$ cat config.mk
export PLATFORM = sky130hd
export DESIGN_NAME = lfsr_burst_sched
export DESIGN_NICKNAME = d
export VERILOG_FILES = /design/src/rtl/lfsr_sched_pkg.sv /design/src/rtl/lfsr_burst_sched_rr_arbiter.sv /design/src/rtl/lfsr_burst_sched.sv
export SDC_FILE = /design/constraint.sdc
export NUM_CORES = 1
export LEC_CHECK = 0
export CORE_ASPECT_RATIO = 0.9
export CORE_MARGIN = 1.5
export CORE_UTILIZATION = 37
export CTS_CLUSTER_SIZE = 8
export DETAILED_ROUTE_END_ITERATION = 8
export GPL_ROUTABILITY_DRIVEN = 0
export PLACE_DENSITY = 0.73
export SYNTH_ARGS = -nofsm -noshare
export SYNTH_HDL_FRONTEND = slang
export SYNTH_SLANG_ARGS = --single-unit
$ cat constraint.sdc
create_clock -name CLK_I -period 3.5 [get_ports CLK_I]
set_clock_uncertainty 0.05 [all_clocks]
set_input_delay 0.7 -clock CLK_I [delete_from_list [all_inputs] [get_ports CLK_I]]
set_output_delay 0.7 -clock CLK_I [all_outputs]
set_load 0.01 [all_outputs]
$ cat src/rtl/lfsr_sched_pkg.sv
// lfsr_sched_pkg: shared FSM state encoding and flattened-bus slicing helper for lfsr_burst_sched.
package lfsr_sched_pkg;
  typedef enum logic [2:0] {IDLE, LOAD, SETTLE, STREAM, STEP, DONE} state_t;
  function automatic int slice_lo(input int idx, input int w);
    return idx * w;
  endfunction
endpackage

$ cat src/rtl/lfsr_burst_sched_rr_arbiter.sv
// rr_arbiter: round-robin one-hot arbiter; first requester at/after the pointer wins, pointer moves past it.
module rr_arbiter #(
  parameter int NUM_REQ = 4,
  localparam int IW = $clog2(NUM_REQ)
) (
  input  logic               clk_i,
  input  logic               rst_i,
  input  logic               en_i,
  input  logic [NUM_REQ-1:0] req_i,
  output logic [NUM_REQ-1:0] gnt_o,
  output logic [IW-1:0]      idx_o
);
  logic [IW-1:0] ptr_q, ptr_d;
  always_comb begin
    gnt_o = '0;
    idx_o = '0;
    for (int k = NUM_REQ - 1; k >= 0; k--) begin
      if (req_i[(int'(ptr_q) + k) % NUM_REQ]) begin
        idx_o = IW'((int'(ptr_q) + k) % NUM_REQ);
        gnt_o = NUM_REQ'(1) << ((int'(ptr_q) + k) % NUM_REQ);
      end
    end
    ptr_d = (en_i && |req_i) ? ((idx_o == IW'(NUM_REQ - 1)) ? '0 : idx_o + IW'(1)) : ptr_q;
  end
  always_ff @(posedge clk_i or posedge rst_i) begin
    if (rst_i) ptr_q <= '0;
    else ptr_q <= ptr_d;
  end
endmodule

$ cat src/rtl/lfsr_burst_sched.sv
// lfsr_burst_sched: round-robin scheduler sharing one Galois LFSR core, streaming LEN words per grant.
// Define LFSR_SCHED_ZERO_GUARD_EN to replace zero seeds and abort bursts when the core locks up at 0.
module lfsr_burst_sched
  import lfsr_sched_pkg::*;
#(
  parameter int MAX_LEN = 8,
  parameter int NUM_REQ = 4,
  parameter int LEN_W   = 8
) (
  input  logic                       CLK_I,
  input  logic                       RST_I,
  input  logic [NUM_REQ-1:0]         REQ_I,
  input  logic [NUM_REQ*MAX_LEN-1:0] SEED_I,
  input  logic [NUM_REQ*MAX_LEN-1:0] POLY_I,
  input  logic [NUM_REQ*LEN_W-1:0]   LEN_I,
  output logic [NUM_REQ-1:0]         GNT_O,
  output logic [MAX_LEN-1:0]         DATA_O,
  output logic                       VALID_O,
  input  logic                       READY_I,
  output logic                       DONE_O,
  output logic                       ERR_O,
  output logic                       LFSR_LOAD_O,
  output logic                       LFSR_EN_O,
  output logic [MAX_LEN-1:0]         LFSR_SEED_O,
  output logic [MAX_LEN-1:0]         LFSR_POLY_O,
  input  logic [MAX_LEN-1:0]         LFSR_DATA_I
);
  localparam int IW = $clog2(NUM_REQ);
  state_t state_q, state_d;
  logic [NUM_REQ-1:0] arb_gnt, gnt_q, gnt_d;
  logic [IW-1:0] arb_idx;
  logic [MAX_LEN-1:0] win_seed, seed_in, seed_q, seed_d, poly_q, poly_d, data_q, data_d;
  logic [LEN_W-1:0] len_q, len_d, cnt_q, cnt_d;
  logic valid_q, valid_d, done_q, done_d, err_q, err_d, load_q, load_d;
  logic arb_sel, hs, last, zero_word;
  rr_arbiter #(.NUM_REQ(NUM_REQ)) u_arb (
    .clk_i(CLK_I),
    .rst_i(RST_I),
    .en_i (state_q == IDLE),
    .req_i(REQ_I),
    .gnt_o(arb_gnt),
    .idx_o(arb_idx)
  );
  assign win_seed = SEED_I[slice_lo(int'(arb_idx), MAX_LEN) +: MAX_LEN];
`ifdef LFSR_SCHED_ZERO_GUARD_EN
  assign seed_in   = (win_seed == '0) ? MAX_LEN'(1) : win_seed;
  assign zero_word = LFSR_DATA_I == '0;
`else
  assign seed_in   = win_seed;
  assign zero_word = 1'b0;
`endif
  assign arb_sel = (state_q == IDLE) && (|REQ_I);
  assign hs      = (state_q == STREAM) && READY_I;
  // Compare before increment so LEN = 2^LEN_W-1 never wraps the counter.
  assign last    = cnt_q == len_q - LEN_W'(1);
  always_ff @(posedge CLK_I or posedge RST_I) begin
    if (RST_I) begin
      state_q <= IDLE;
      gnt_q   <= '0;
      seed_q  <= '0;
      poly_q  <= '0;
      data_q  <= '0;
      len_q   <= '0;
      cnt_q   <= '0;
      valid_q <= 1'b0;
      done_q  <= 1'b0;
      err_q   <= 1'b0;
      load_q  <= 1'b0;
    end else begin
      state_q <= state_d;
      gnt_q   <= gnt_d;
      seed_q  <= seed_d;
      poly_q  <= poly_d;
      data_q  <= data_d;
      len_q   <= len_d;
      cnt_q   <= cnt_d;
      valid_q <= valid_d;
      done_q  <= done_d;
      err_q   <= err_d;
      load_q  <= load_d;
    end
  end
  always_comb begin
    state_d = state_q;
    case (state_q)
      IDLE:         state_d = arb_sel ? LOAD : IDLE;
      LOAD:         state_d = (len_q == '0) ? DONE : SETTLE;
      SETTLE, STEP: state_d = zero_word ? DONE : STREAM;
      STREAM:       state_d = hs ? (last ? DONE : STEP) : STREAM;
      default:      state_d = IDLE;
    endcase
  end
  // Outputs are decoded from the next state and registered, so they line up with state_q.
  always_comb begin
    seed_d  = arb_sel ? seed_in : seed_q;
    poly_d  = arb_sel ? POLY_I[slice_lo(int'(arb_idx), MAX_LEN) +: MAX_LEN] : poly_q;
    len_d   = arb_sel ? LEN_I[slice_lo(int'(arb_idx), LEN_W) +: LEN_W] : len_q;
    cnt_d   = (state_q == IDLE) ? '0 : cnt_q + LEN_W'(hs);
    gnt_d   = (state_d == IDLE || state_d == DONE) ? '0 : arb_sel ? arb_gnt : gnt_q;
    load_d  = (state_d == LOAD) && (len_d != '0);
    valid_d = state_d == STREAM;
    data_d  = (state_d != STREAM) ? '0 : (state_q == STREAM) ? data_q : LFSR_DATA_I;
    done_d  = state_d == DONE;
    err_d   = err_q | ((state_q == SETTLE || state_q == STEP) && zero_word);
  end
  assign GNT_O       = gnt_q;
  assign DATA_O      = data_q;
  assign VALID_O     = valid_q;
  assign DONE_O      = done_q;
  assign ERR_O       = err_q;
  assign LFSR_LOAD_O = load_q;
  assign LFSR_SEED_O = seed_q;
  assign LFSR_POLY_O = poly_q;
  // The core must advance on the accepting cycle itself to sustain one word per two cycles.
  assign LFSR_EN_O   = hs && !last;
endmodule

==> results of run 1 <==
==> sequential cells by signal, summed over array words and instances, names as in the netlist <==
name / count
DATA_O: 8
DONE_O: 1
GNT_O: 4
LFSR_LOAD_O: 1
LFSR_POLY_O: 8
LFSR_SEED_O: 8
VALID_O: 1
cnt_q: 8
len_q: 8
state_q: 3
u_arb.ptr_q: 2
==> cell usage in the layout, fill, tap and decap left out, types with 4 or more instances in the layout <==
| cell | Yosys | layout |
|---|---|---|
| a311oi_1 | 4 | 4 |
| ha_1 | 11 | 11 |
| mux2i_1 | 31 | 31 |
| xor2_1 | 10 | 10 |
| xnor2_1 | 6 | 6 |
| nor2_1 | 32 | 32 |
| mux2_2 | 5 | 5 |
| a31oi_1 | 7 | 7 |
| nand2_1 | 45 | 45 |
| and3_1 | 4 | 4 |
| a21boi_0 | 4 | 4 |
| nor2b_1 | 21 | 21 |
| o211ai_1 | 5 | 5 |
| nor4b_1 | 4 | 4 |
| inv_1 | 14 | 13 |
| a222oi_1 | 4 | 4 |
| clkbuf_16 | 0 | 5 |
| a21oi_1 | 9 | 9 |
| clkdlybuf4s50_1 | 0 | 142 |
| dfrtp_1 | 52 | 52 |
| a21o_1 | 17 | 17 |
| buf_4 | 3 | 20 |
| a211oi_1 | 35 | 35 |
| nand3_1 | 7 | 7 |
| and2_1 | 9 | 9 |
==> metrics by stage <==
step / setup slack (ns) / std cells
detailed placement: -0.01798 / 677
global placement: 0.04810 / 677
CTS: 0.06961 / 685
floorplan: 0.03215 / 415
finish: 0.1389 / 686
global route: 0.008691 / 686
==> critical path: stages (launching register included) <==
cell and delay [ns]:
dfrtp_1 0.45, nor3_1 0.38, nand2_1 0.18, xnor2_1 0.16, mux2_2 0.27, o31ai_1 0.22, buf_4 0.17, inv_1 0.04
clkdlybuf4s50_1 0.46
==> worst paths after layout <==
| kind | start | endpoint | slack [ns] | cells past startpoint |
|---|---|---|---|---|
| max in group asynchronous | RST_I | len_q[1]$_DFF_PP0_ | 2.23 | 3 |
| max | len_q[2]$_DFF_PP0_ | LFSR_EN_O | 0.14 | 8 |
| min in group asynchronous | RST_I | DATA_O[3]$_DFFE_PP0P_ | 0.59 | 2 |
| min reg2reg | LFSR_SEED_O[0]$_DFFE_PP0P_ | LFSR_SEED_O[0]$_DFFE_PP0P_ | 0.43 | 1 |
| max reg2reg | u_arb.ptr_q[1]$_DFFE_PP0P_ | LFSR_LOAD_O$_DFF_PP0_ | 0.26 | 10 |
| min | LFSR_SEED_O[0]$_DFFE_PP0P_ | LFSR_SEED_O[0]$_DFFE_PP0P_ | 0.43 | 1 |
==> power by group through the flow <==
stage | clock network, uW | registers (uW) | logic (uW)
2_1_floorplan | 0 | 1100 | 1910
3_3_place_gp | 0 | 1060 | 2920
3_5_place_dp | 0 | 1070 | 2990
4_1_cts | 503 | 1060 | 3000
5_1_grt | 525 | 1090 | 3300
6_report | 489 | 1060 | 3000
==> layer usage <==
metal / part of all wire / vias to the layer above
met2: 0.49 / 144
met3: 0.084 / 15
met1: 0.41 / 1682
li1: - / 1794
met4: 0.017 / 0
met5: 0 / -
==> what timing repair did <==
item / in CTS / in global routing
setup buffers: 0 / 1
endpoints found under the hold margin: 0 / 0
endpoints found under the setup margin: 0 / 1
resized for setup: 0 / 1
==> cell families (layout without fill, tap and decap cells) <==
group                      Yosys count  in the layout  share of synthesized area
xor gates and xnor gates            17             17                    0.04272
other                                1              1                  0.0009849
muxes                               41             41                     0.1209
AOI/OAI and AO/OA                  109            109                     0.2195
DFF                                 52             52                     0.3418
adders and majority gates           11             11                    0.03615
buffers and inverters               42            187                    0.04732
and+or+nand+nor                    142            142                     0.1906
==> cell type report <==
cell class              count  share of cell area
multi-input cells         321              0.4155
repair buffers            165              0.2899
flip-flops and latches     52              0.2312
well taps                 126             0.02801
clock buffers               8             0.02601
inverters                  14            0.009337
==> flow_summary_export.csv, run 1 <==
group,metric,value,unit
finish,nNetsFinal,681,
timing,timing.fmax,0.2975,GHz
detailed_routing,drc_errors,0,
synthesis,synth-warning-count,0,
timing,drv_slew,0,
power,internal_power,2587,uW
power,seqPwrFrac,0.233,
detailed_routing,ant_nets,0,
synthesis,synth_seq_cells,52,
placed_design,dpl_cell_area,5469,um^2
finish,multi_input_area,2338,um^2
synthesis,avgSynthCellArea,9.174,um^2
placed_design,dp_hpwl,8.374,mm
synthesis,synth_commonest_cells,"dfrtp_1 (52), nand2_1 (45), a211oi_1 (35)",
grt,use_met1,0.2329,
power,p_switching,1960,uW
grt,met3_usage,0.05308,
synthesis,synth_top_area_share,0.3418,
timing,fin_tns_setup,0,ns
grt,grt_max_degree,50,
grt,grt_antenna_before_repair,0,
cts,clk_pin_slew,0.06,ns
status,status,"completed",
setup_path,end_kind,"output port",
detailed_routing,wl,10.47,mm
synthesis,yosysMostFrequentCell,"dfrtp_1",
timing,setup_violations,0,
floorplan,dieHeight,99.24,um
detailed_routing,first_pass_iters,5,
timing,relSlewSlack,0.5963,
finish,antenna_cells,0,
synthesis,ys_types,61,
worst_hold_path,holdCritPathClass,"reg -> reg",
detailed_routing,wl_per_cell,15.26,um
power,powerDensity,807.8,nW/um^2
grt,grt_pass1_wl,16.91,mm
power,clock_power_share,0.108,
finish,fillCellCount,878,
finish,layout-drive-gt1-share,0.08929,
timing,min_period_over_period,0.9603,
run,maxCapViolCount,0,
detailed_routing,vias_per_cell,5.299,
finish,area_delta_synth_final,47.81,%
grt,grt_busiest_layer,"met2",
synthesis,synth_nets,537,
power,combPwrFrac,0.659,
cts,cts_num_sinks,52,
cts,cts_tree,"built",
cts,postCtsHoldBufs,0,
synthesis,synth-main-ff-cell,"dfrtp_1",
floorplan,start_util,0.3874,
timing,final-hold-violation-count,0,
synthesis,synth_edf_count,0,
grt,grt_pass1_vias,3639,
power,p_sw_frac,0.4311,
synthesis,ys_top_cells_by_area,"dfrtp_1 (34%), mux2i_1 (8.1%), a211oi_1 (6.9%), nand2_1 (4.4%), ha_1 (3.6%)",
finish,final_cell_area,5628,um^2
floorplan,io_pins,144,
timing,worstMarginPinSlew,0.6022,ns
timing,rsz0062_at_grt,"false",
power,power,4546,uW
cts,cts_buffers,5,
floorplan,rows,34,
floorplan,dieWidth,109.9,um
power,ir_drop,0.3339,mV
detailed_routing,vias,3635,
power,p_leak,0.002477,uW
floorplan,dieArea,10910,um^2
setup_path,cp.required,2.75,ns
synthesis,syn_inst,415,
setup_path,worstPathMaxFanout,6,
synthesis,synth_largest_area_cell,"dfrtp_1",
grt,use_met2,0.3407,
synthesis,async_flop_share,1.000,
setup_path,arrival,2.61,ns
cts,root_buffer,"clkbuf_16",
setup_path,critical_path_class,"reg -> out",
grt,grt_overflow,0,
cts,clk_latency,0.29,ns
finish,seq_area,1301,um^2
synthesis,ys_seq_area_frac,0.3418,
floorplan,placeableCoreArea,9827,um^2
timing,holdWs,0.4288,ns
detailed_routing,drtIter0Drc,145,
finish,final_util,0.5727,
synthesis,synthesis.area,3807,um^2
cts,clock_path_buffers,2,
cts,htreeDepth,2,
placed_design,portBuffers,142,
setup_path,critPathLaunchType,"flip-flop",
grt,grt.total_usage,0.1946,
timing,fin_crit,3.361,ns
No activity file was read; power rests on OpenSTA's default activity.
==> run 2, diff against run 1 <==
CAP_MARGIN = 20   (was not set)
==> results of run 2 <==
No change in the layout: final DEF, timing and power equal those of run 1.
